### config.mk
export PLATFORM = sky130hd
export DESIGN_NAME = sram_arbiter
export DESIGN_NICKNAME = d
export VERILOG_FILES = /design/src/rtl/sram_arbiter.sv
export SDC_FILE = /design/constraint.sdc
export NUM_CORES = 1
export LEC_CHECK = 0
export ABC_CLOCK_PERIOD_IN_PS = 1950
export CORE_MARGIN = 1.5
export CORE_UTILIZATION = 38
export DETAILED_ROUTE_END_ITERATION = 8
export DONT_BUFFER_PORTS = 1
export GPL_TIMING_DRIVEN = 0
export PLACE_DENSITY = 0.5
export SYNTH_ARGS = -nofsm -noshare
export SYNTH_HDL_FRONTEND = slang
export SYNTH_SLANG_ARGS = --single-unit
export TNS_END_PERCENT = 50
### constraint.sdc
create_clock -name clk -period 1.95 [get_ports clk]
set_clock_uncertainty 0.05 [all_clocks]
set_input_delay 0.2925 -clock clk [delete_from_list [all_inputs] [get_ports clk]]
set_output_delay 0.2925 -clock clk [all_outputs]
set_load 0.03 [all_outputs]
### src/rtl/sram_arbiter.sv
// -----------------------------------------------------------------------------
// sram_arbiter
//
// Two-client round-robin arbiter in front of the async SRAM controller.
// Port 0 is the high-bandwidth client (video/sprite fetch), port 1 the
// general client (CPU / ROM loader). One word transaction is in flight at a
// time. Each transaction is bounded by a watchdog; on expiry the client gets
// an ack qualified by err=1.
//
// Parameters
//   TIMEOUT_CYCLES  cycles spent in WAIT before the transaction is aborted
//                   (1..65535)
//
// Ports
//   clk, rst              shared clock, synchronous active-high reset
//   pN_req                level request, held until the matching ack
//   pN_we                 1 = write, 0 = read
//   pN_addr / pN_wdata    17-bit word address / 16-bit write data
//   pN_ack                one-cycle completion pulse
//   pN_err                qualifies pN_ack, 1 = watchdog abort
//   pN_rdata              read data, valid on ack, held until that port's
//                         next ack
//   mc_read_req           one-cycle request pulse to the controller
//   mc_write_req          one-cycle request pulse to the controller
//   mc_addr / mc_wdata    latched at grant, held until the next grant
//   mc_rdata / mc_ready   controller response; ready is a one-cycle pulse
//   timeout_count         saturating count of watchdog aborts since reset
//
// Every output comes straight from a flop.
// -----------------------------------------------------------------------------
module sram_arbiter #(
    parameter int unsigned TIMEOUT_CYCLES = 255
) (
    input  logic        clk,
    input  logic        rst,

    input  logic        p0_req,
    input  logic        p0_we,
    input  logic [16:0] p0_addr,
    input  logic [15:0] p0_wdata,
    output logic        p0_ack,
    output logic [15:0] p0_rdata,
    output logic        p0_err,

    input  logic        p1_req,
    input  logic        p1_we,
    input  logic [16:0] p1_addr,
    input  logic [15:0] p1_wdata,
    output logic        p1_ack,
    output logic [15:0] p1_rdata,
    output logic        p1_err,

    output logic        mc_read_req,
    output logic        mc_write_req,
    output logic [16:0] mc_addr,
    output logic [15:0] mc_wdata,
    input  logic [15:0] mc_rdata,
    input  logic        mc_ready,

    output logic [7:0]  timeout_count
);

    // The watchdog counter is 16 bits wide, enough for the full
    // TIMEOUT_CYCLES range.
    localparam logic [15:0] TIMEOUT_LIMIT = 16'(TIMEOUT_CYCLES);

    typedef enum logic [1:0] {
        ST_IDLE  = 2'd0,
        ST_ISSUE = 2'd1,
        ST_WAIT  = 2'd2,
        ST_RESP  = 2'd3
    } state_t;

    // -------------------------------------------------------------------------
    // Client-side views, indexed by port number
    // -------------------------------------------------------------------------
    logic [1:0]       req_vec;
    logic [1:0]       we_vec;
    logic [1:0][16:0] addr_vec;
    logic [1:0][15:0] wdata_vec;

    assign req_vec   = {p1_req, p0_req};
    assign we_vec    = {p1_we, p0_we};
    assign addr_vec  = {p1_addr, p0_addr};
    assign wdata_vec = {p1_wdata, p0_wdata};

    // -------------------------------------------------------------------------
    // State
    // -------------------------------------------------------------------------
    state_t           state_q,         state_d;
    logic             grant_q,         grant_d;
    logic             last_grant_q,    last_grant_d;
    logic             we_q,            we_d;
    logic             mc_read_req_q,   mc_read_req_d;
    logic             mc_write_req_q,  mc_write_req_d;
    logic [16:0]      mc_addr_q,       mc_addr_d;
    logic [15:0]      mc_wdata_q,      mc_wdata_d;
    logic [15:0]      wdog_q,          wdog_d;
    logic [7:0]       timeout_count_q, timeout_count_d;
    logic [1:0]       ack_q,           ack_d;
    logic [1:0]       err_q,           err_d;
    logic [1:0][15:0] rdata_q,         rdata_d;

    // -------------------------------------------------------------------------
    // Round-robin pick
    // -------------------------------------------------------------------------
    // On a tie the port that did not win last time is chosen. With a single
    // request, that port wins; req_vec[1] is then the index directly.
    logic win_valid;
    logic win_idx;

    always_comb begin
        win_valid = |req_vec;
        if (req_vec == 2'b11) begin
            win_idx = ~last_grant_q;
        end else begin
            win_idx = req_vec[1];
        end
    end

    // -------------------------------------------------------------------------
    // Next-state and output logic
    // -------------------------------------------------------------------------
    always_comb begin
        state_d         = state_q;
        grant_d         = grant_q;
        last_grant_d    = last_grant_q;
        we_d            = we_q;
        mc_read_req_d   = 1'b0;
        mc_write_req_d  = 1'b0;
        mc_addr_d       = mc_addr_q;
        mc_wdata_d      = mc_wdata_q;
        wdog_d          = wdog_q;
        timeout_count_d = timeout_count_q;
        ack_d           = 2'b00;
        err_d           = 2'b00;
        rdata_d         = rdata_q;

        case (state_q)
            ST_IDLE: begin
                if (win_valid) begin
                    grant_d    = win_idx;
                    we_d       = we_vec[win_idx];
                    mc_addr_d  = addr_vec[win_idx];
                    mc_wdata_d = wdata_vec[win_idx];
                    // The request pulse is registered on the grant edge so
                    // that it is high for exactly the ISSUE cycle.
                    mc_read_req_d  = ~we_vec[win_idx];
                    mc_write_req_d = we_vec[win_idx];
                    state_d        = ST_ISSUE;
                end
            end

            ST_ISSUE: begin
                wdog_d  = 16'd0;
                state_d = ST_WAIT;
            end

            ST_WAIT: begin
                // A real completion beats the watchdog if both land on the
                // same edge.
                if (mc_ready) begin
                    if (!we_q) begin
                        rdata_d[grant_q] = mc_rdata;
                    end
                    ack_d[grant_q] = 1'b1;
                    state_d        = ST_RESP;
                end else if (wdog_q == TIMEOUT_LIMIT) begin
                    ack_d[grant_q] = 1'b1;
                    err_d[grant_q] = 1'b1;
                    if (timeout_count_q != 8'hFF) begin
                        timeout_count_d = timeout_count_q + 8'd1;
                    end
                    state_d = ST_RESP;
                end else begin
                    wdog_d = wdog_q + 16'd1;
                end
            end

            ST_RESP: begin
                // Ack is visible this cycle. The client drops req on the
                // next edge, so the following IDLE sample cannot see the
                // completed request.
                last_grant_d = grant_q;
                state_d      = ST_IDLE;
            end

            default: begin
                state_d = ST_IDLE;
            end
        endcase
    end

    // -------------------------------------------------------------------------
    // Registers
    // -------------------------------------------------------------------------
    always_ff @(posedge clk) begin
        if (rst) begin
            state_q         <= ST_IDLE;
            grant_q         <= 1'b0;
            // Pretend port 1 won last, so port 0 takes the first tie.
            last_grant_q    <= 1'b1;
            we_q            <= 1'b0;
            mc_read_req_q   <= 1'b0;
            mc_write_req_q  <= 1'b0;
            mc_addr_q       <= 17'd0;
            mc_wdata_q      <= 16'd0;
            wdog_q          <= 16'd0;
            timeout_count_q <= 8'd0;
            ack_q           <= 2'b00;
            err_q           <= 2'b00;
            rdata_q         <= '0;
        end else begin
            state_q         <= state_d;
            grant_q         <= grant_d;
            last_grant_q    <= last_grant_d;
            we_q            <= we_d;
            mc_read_req_q   <= mc_read_req_d;
            mc_write_req_q  <= mc_write_req_d;
            mc_addr_q       <= mc_addr_d;
            mc_wdata_q      <= mc_wdata_d;
            wdog_q          <= wdog_d;
            timeout_count_q <= timeout_count_d;
            ack_q           <= ack_d;
            err_q           <= err_d;
            rdata_q         <= rdata_d;
        end
    end

    // -------------------------------------------------------------------------
    // Outputs
    // -------------------------------------------------------------------------
    assign p0_ack        = ack_q[0];
    assign p1_ack        = ack_q[1];
    assign p0_err        = err_q[0];
    assign p1_err        = err_q[1];
    assign p0_rdata      = rdata_q[0];
    assign p1_rdata      = rdata_q[1];
    assign mc_read_req   = mc_read_req_q;
    assign mc_write_req  = mc_write_req_q;
    assign mc_addr       = mc_addr_q;
    assign mc_wdata      = mc_wdata_q;
    assign timeout_count = timeout_count_q;

endmodule

==> results of run 1 <==
[layout make-up]
class                      instances  area, sq um
clock buffer                      10          229
buffer                            36          220
sequential                       100         2020
inverter                           9         33.8
timing repair buffer              10         78.8
multi-input combinational        352         2360
clock inverter                     6          120
tap                              143          179
fill                            1119         6130
[metrics by stage]
step / TNS, ns / instance area [sq um]
2_1_floorplan: 0 / 4430
3_3_place_gp: -15.86 / 4610
3_5_place_dp: -17.66 / 4610
4_1_cts: -0.250 / 5120
5_1_grt: -0.110 / 5240
6_report: 0 / 5240
[power by group through the flow]
| stage | registers, W | logic [W] | clock network [W] |
|---|---|---|---|
| 6_report | 0.00313 | 0.00155 | 0.00208 |
| 5_1_grt | 0.00318 | 0.00175 | 0.00222 |
| 4_1_cts | 0.00313 | 0.00147 | 0.00214 |
| 3_5_place_dp | 0.00317 | 0.00138 | 0 |
| 3_3_place_gp | 0.00317 | 0.00135 | 0 |
| 2_1_floorplan | 0.00309 | 0.00105 | 0 |
[cells in the final DEF (no fill, tap or decap), types with 3 or more instances in the layout]
cell / count
clkbuf_8: 3
nand3_1: 6
nor2_1: 46
dfxtp_2: 7
inv_1: 8
nor2b_1: 4
a21oi_1: 45
clkbuf_2: 9
nor4_4: 3
clkbuf_4: 3
a211oi_1: 43
a31oi_1: 3
dfxtp_1: 91
clkbuf_16: 9
nor3b_1: 3
and4_1: 4
clkbuf_1: 10
o22a_1: 11
ha_1: 5
and3_1: 4
nor3_1: 5
mux2_2: 4
nand4_1: 4
buf_4: 10
nand2_1: 79
bufinv_16: 3
buf_6: 3
buf_2: 7
mux2i_1: 37
[cells by family (layout without fill, tap and decap cells)]
kind of cell	count (synthesis)	after routing
simple gates	182	182
compound gates	122	122
flops	100	100
buf+inv	46	71
mux	41	41
fa+ha+maj	7	7
[worst paths after layout]
check	startpoint	to	slack, ns	depth (start not counted)
setup reg to reg	state_q[0]$_SDFFE_PP0P_	timeout_count[4]$_SDFFE_PP0P_	0.07	7
hold reg to reg	wdog_q[0]$_SDFFE_PP0P_	wdog_q[0]$_SDFFE_PP0P_	0.43	1
setup / recovery	state_q[0]$_SDFFE_PP0P_	timeout_count[4]$_SDFFE_PP0P_	0.07	7
hold / removal	mc_rdata[9]	p1_rdata[9]$_SDFFE_PP0P_	0.02	2
[flip-flops by register name, summed over array words and instances, names as in the netlist, 2 cells and up]
name	flops
mc_addr	17
mc_wdata	16
p0_rdata	16
p1_rdata	16
wdog_q	16
timeout_count	8
ack_q	2
err_q	2
state_q	2
[layer usage]
metal | vias to the layer above | part of all wire | routed length [um]
met5 | - | 0 | 0
met4 | 0 | 0.016 | 191
met3 | 14 | 0.079 | 926
met2 | 146 | 0.48 | 5580
met1 | 1670 | 0.43 | 5020
li1 | 1832 | - | -
[cell usage after synthesis, drive strengths merged, types with 2 or more instances]
cell     instances  share of area
or3              2         0.0028
a2111oi          4         0.0079
nand2           79          0.067
a41oi            2         0.0040
mux2             4          0.010
mux2i           37          0.084
ha               7          0.020
nor2b            6         0.0085
a31oi            3         0.0042
and3             6         0.0091
a21oi           45          0.051
clkbuf          25          0.024
o31ai            2         0.0034
nor4             4          0.012
nand3            7         0.0079
nor3             8          0.010
o21a             2         0.0034
buf             11          0.013
nand4            5         0.0085
a311oi           2         0.0040
dfxtp          100           0.45
nor2            47          0.040
or4              2         0.0034
nor3b            4         0.0068
inv              9         0.0076
and4             5         0.0099
a211oi          44          0.075
nand4b           2         0.0040
o22a            12          0.024
[worst max-delay path, delay by kind of cell (launching register included)]
family                   cells  cell delay [ns]
adder cells (fa/ha/maj)      1             0.18
buffers and inverters        2             0.27
flip-flops                   1             0.34
AO/OA/AOI/OAI                2             0.32
AND/OR/NAND/NOR              2             0.64
[what timing repair did]
item | 4_1_cts | 5_1_grt
hold endpoints to repair | 0 | 0
pin swaps | 7 | 3
resized for setup | 37 | 34
setup endpoints to repair | 79 | 75
buffers inserted | 4 | 6
==> results by group, run 1 <==
Clock network
  • H-tree depth: 3
  • Clock buffer depth: 2
  • CTS clk-pin slew, worst paths: around 0.07 ns
  • CTS tree: done
  • Clock Latency Late Sink: between 0.3 and 0.4 ns
  • Hold_buf cts: 0
  • TritonCTS Buffers: 9
  • TritonCTS sink count: 100
  • Clock root cell: clkbuf_16

STA
  • Final Hold Viols: 0
  • Fmax: about 530 MHz
  • Unrepaired setup endpoints after global routing: true
  • Final setup vio count: 0
  • Final worst-path cycle share: 0.963
  • Max-slew violation count: 0
  • Post-route minimum period: ~1.9 ns
  • Slew margin rel.: 0.621
  • Fin Hold WS: 0.0239 ns
  • Post-layout worst setup margin: 0.0714 ns
  • Worst Tran Pin Value: around 0.57 ns

Final layout
  • N_diodes: 0
  • Non-filler cells, final: approximately 670
  • Nets: 614
  • Layout area overhead: 18.7%
  • Fraction of layout cells with a size suffix above 1: 0.174
  • Final Util: 0.461

Routing
  • Vias: 3662
  • Drt pass-1 iters: 4
  • DR iter-0 viols: roughly 130
  • Residual DRC: 0
  • Vias per cell: approximately 5.5
  • Routed len/inst: around 18 um
  • Final ANT Viol Nets: 0
  • Final Routed Wirelength: 11700 um

Placed design
  • Placed cells: about 640
  • I/O Buffers: 0
  • Detail Placement HPWL: approximately 8600 um
  • GP Congestion: roughly 0.8
  • Worst slack at placement: -0.316 ns

Synth
  • Post-synthesis xor/xnor area fraction: 0
  • Syn Nets: between 500 and 600
  • Post-Synthesis Cells: about 500
  • Post-synthesis adder-cell area fraction: 0.0198
  • Synth Area in Compound Gates: 0.187
  • Seq/Total Area, Yosys: 0.453
  • EDFF count, synth: 0
  • Count of state elements after synthesis: 100
  • Library cells used by synthesis: 50
  • Cell area after synthesis: between 0.004 and 0.005 sq mm
  • Multiplexer share of the synthesized area: 0.0940
  • Syn Area/Cell: ~8.9 sq um
  • Ys Warns: 0
  • Post-synth ARST share: 0
  • Post-synthesis simple-gate area fraction: 0.199
  • Ys flop type: dfxtp_1
  • Combinational family with the most area after synthesis: simple AND/OR/NAND/NOR gates

GRT
  • Met2 GRT Util: 0.316
  • Vias in the first global route: around 3600
  • Layer with the highest usage: met2
  • Met1 Use GR: 0.227
  • Largest net degree at the start of global routing: 18
  • Gr ovfl total: 0
  • Initial antenna violation count: 0
  • Met3 Use GR: 0.0547
  • First-pass GRT wire length: 18700 um
  • Total track usage: 0.189

Pwr
  • Maximum VDD drop: roughly 0.00062 V
  • Switch share: 0.373
  • Power Density: 1290 mW/mm^2
  • Combinational share of power: 0.229
  • Sequential power share: 0.463
  • Total Power: just under 0.007 W
  • Leakage: approximately 1.9 nW
  • P_int: ~0.0042 W
  • Clock share of power: 0.308
  • Switch Pwr: between 0.002 and 0.003 W

Worst setup path
  • Critical Path AT: 2.10 ns
  • WP data required: 2.17 ns
  • Critical path capture point type: flop
  • CP cell instances: inv_2, ha_4, clkbuf_8, and2b_2, o211ai_1, or4_1, a21oi_1
  • Max incr delay on CP: approximately 0.44 ns
  • Critical path class: flop to flop
  • CP max-delay cell: or4_1
  • Crit-path max FO: 10
  • Startpoint types: flop

Floorplan
  • Die ar.: around 0.012 sq mm
  • I/O pin count: around 170
  • Initial Utilization: 0.389
  • Die H: 111 um
  • Die width: 111 um
  • Core area: between 0.01 and 0.015 sq mm
  • Rows: 39

Hold path
  • Worst hold path class: primary input to flop

Flow run
  • Max_cap viols: 0

Status
  • Status: completed
(Power assumes the default switching activity.)
==> run 2: changes to the inputs <==
- MAX_ROUTING_LAYER: not set -> met4
==> run 2 against run 1 <==
Against the previous run:
- core utilization increased by 0.055 points
- register-to-register slack about the same
- die area did not move
- highest routed layer unchanged
- critical endpoint unchanged
- largest power group unchanged
- via count increased by 0.41%
==> results by group, run 2 (synthesized netlist as in run 1, its figures left out) <==
Flow run
  • Max_cap viols: 0

Hold path
  • Worst hold path class: primary input to flop
  • Hold depth: 2
  • Hold wc startpoint: mc_rdata[9]
  • End of the worst hold path: p1_rdata[9]$_SDFFE_PP0P_

Floorplan
  • Die ar.: between 0.01 and 0.015 sq mm
  • Core area: between 0.01 and 0.015 sq mm
  • Die width: 111 um
  • Rows: 39
  • Die H: around 110 um
  • Initial Utilization: 0.389
  • I/O pin count: 168

Worst setup path
  • R2r startpoint: state_q[0]$_SDFFE_PP0P_
  • CP max-delay cell: or4_1
  • Startpoint types: flop
  • Critical Path AT: between 2 and 2.5 ns
  • Worst path depth: 7
  • Worst reg-to-reg setup slack: 0.07 ns
  • WP data required: 2.17 ns
  • Crit-path max FO: 10
  • Max incr delay on CP: 0.44 ns
  • CP cell instances: inv_2, ha_4, clkbuf_8, and2b_2, o211ai_1, or4_1, a21oi_1
  • R2r endpoint: timeout_count[4]$_SDFFE_PP0P_
  • CP top delay family: simple AND/OR/NAND/NOR gates
  • Critical path class: flop to flop
  • Critical path capture point type: flop
  • CP bufs+invs: 2
  • R2r worst-path depth: 7

GRT
  • Initial antenna violation count: 0
  • Largest net degree at the start of global routing: 18
  • Vias in the first global route: 3594
  • Gr ovfl total: 0
  • Total track usage: 0.195
  • First-pass GRT wire length: ~19000 um

Clock network
  • TritonCTS Buffers: 9
  • Clock buffer depth: 2
  • Clock root cell: clkbuf_16
  • CTS clk-pin slew, worst paths: around 0.070 ns
  • H-tree depth: 3
  • CTS tree: done
  • Clock Latency Late Sink: roughly 0.34 ns
  • TritonCTS sink count: 100

Final layout
  • Most common cell after layout, fill and taps aside: dfxtp_1
  • Nets: 614
  • Layout area overhead: 18.8%
  • Fraction of layout cells with a size suffix above 1: 0.178
  • Design Area, Final: about 0.0053 sq mm
  • Most frequent cells in the layout: 90 x dfxtp_1, 79 x nand2_1, 46 x nor2_1, 45 x a21oi_1, 42 x a211oi_1
  • N_diodes: 0
  • Number of flip-flops in the largest register: 17

Routing
  • Residual DRC: 0
  • Drt pass-1 iters: 4
  • Final Routed Wirelength: around 12000 um
  • Vias per cell: 5.52
  • Final ANT Viol Nets: 0
  • DR iter-0 viols: roughly 150
  • Routed len/inst: about 18 um
  • Vias: between 3000 and 4000

Pwr
  • Leakage: between 1.5 and 2 nW
  • Power Density: around 1300 mW/mm^2
  • Maximum VDD drop: roughly 0.00063 V

Placed design
  • Worst slack at placement: -0.316 ns
  • I/O Buffers: 0
  • Placed Area: ~0.0046 sq mm
  • GP Congestion: about 0.81
  • Detail Placement HPWL: roughly 8600 um

STA
  • Final Hold Viols: 0
  • Final worst-path cycle share: 0.966
  • Post-layout worst setup margin: between 0.06 and 0.07 ns
  • Post-route minimum period: approximately 1.9 ns
  • Worst Tran Pin Value: ~0.57 ns
  • Final setup vio count: 0
  • Unrepaired setup endpoints after global routing: true
  • Fmax: 531 MHz
  • Slew margin rel.: 0.617
  • Max-slew violation count: 0

Status
  • Status: completed
[run 2: cell type report]
class / count / area [sq um]
fill: 1119 / 6120
multi-input combinational: 352 / 2370
sequential: 100 / 2020
clock buffer: 10 / 229
buffer: 36 / 220
tap: 143 / 179
clock inverter: 6 / 120
timing repair buffer: 10 / 78.8
inverter: 9 / 33.8
[run 2: layer usage]
| metal | part of all wire | up-vias | track usage |
|---|---|---|---|
| met4 | 0.016 | 0 | 0.0803 |
| met5 | 0 | - | - |
| met1 | 0.43 | 1683 | 0.230 |
| li1 | - | 1831 | - |
| met3 | 0.081 | 12 | 0.0536 |
| met2 | 0.47 | 151 | 0.314 |
[run 2: where the power goes]
group | leakage, nW | internal (W) | switching (W)
clock network | 0.167 | 0.00127 | 0.000812
registers | 0.821 | 0.00236 | 0.000773
logic | 0.948 | 0.000608 | 0.000944
[run 2: how the worst max path moves through the flow]
stage,slack [ns],from,end
detailed placement,-0.32,state_q[0]$_SDFFE_PP0P_,wdog_q[5]$_SDFFE_PP0P_
finish,0.07,state_q[0]$_SDFFE_PP0P_,timeout_count[4]$_SDFFE_PP0P_
CTS,-0.06,wdog_q[0]$_SDFFE_PP0P_,wdog_q[15]$_SDFFE_PP0P_
global route,-0.02,state_q[0]$_SDFFE_PP0P_,timeout_count[4]$_SDFFE_PP0P_
global placement,-0.30,state_q[0]$_SDFFE_PP0P_,wdog_q[5]$_SDFFE_PP0P_
floorplan,0.04,wdog_q[0]$_SDFFE_PP0P_,timeout_count[0]$_SDFFE_PP0P_
[run 2: per-stage QoR]
stage	power [W]	cells	hold WS, ns	TNS (ns)	util
2_1_floorplan	0.00414	498	0.379	0	-
3_3_place_gp	0.00452	641	0.383	-15.86	0.406
3_5_place_dp	0.00455	641	0.385	-17.66	0.406
4_1_cts	0.00674	661	0.0128	-0.250	0.451
5_1_grt	0.00715	666	0.0162	-0.0448	0.462
6_report	0.00677	666	0.0246	0	0.462
[run 2: what timing repair did]
action                     4_1_cts  5_1_grt
gates resized for setup         37       36
buffers inserted                 4        6
hold endpoints to repair         0        0
hold buffers                     0        0
pin swaps                        7        3
setup endpoints to repair       79       75
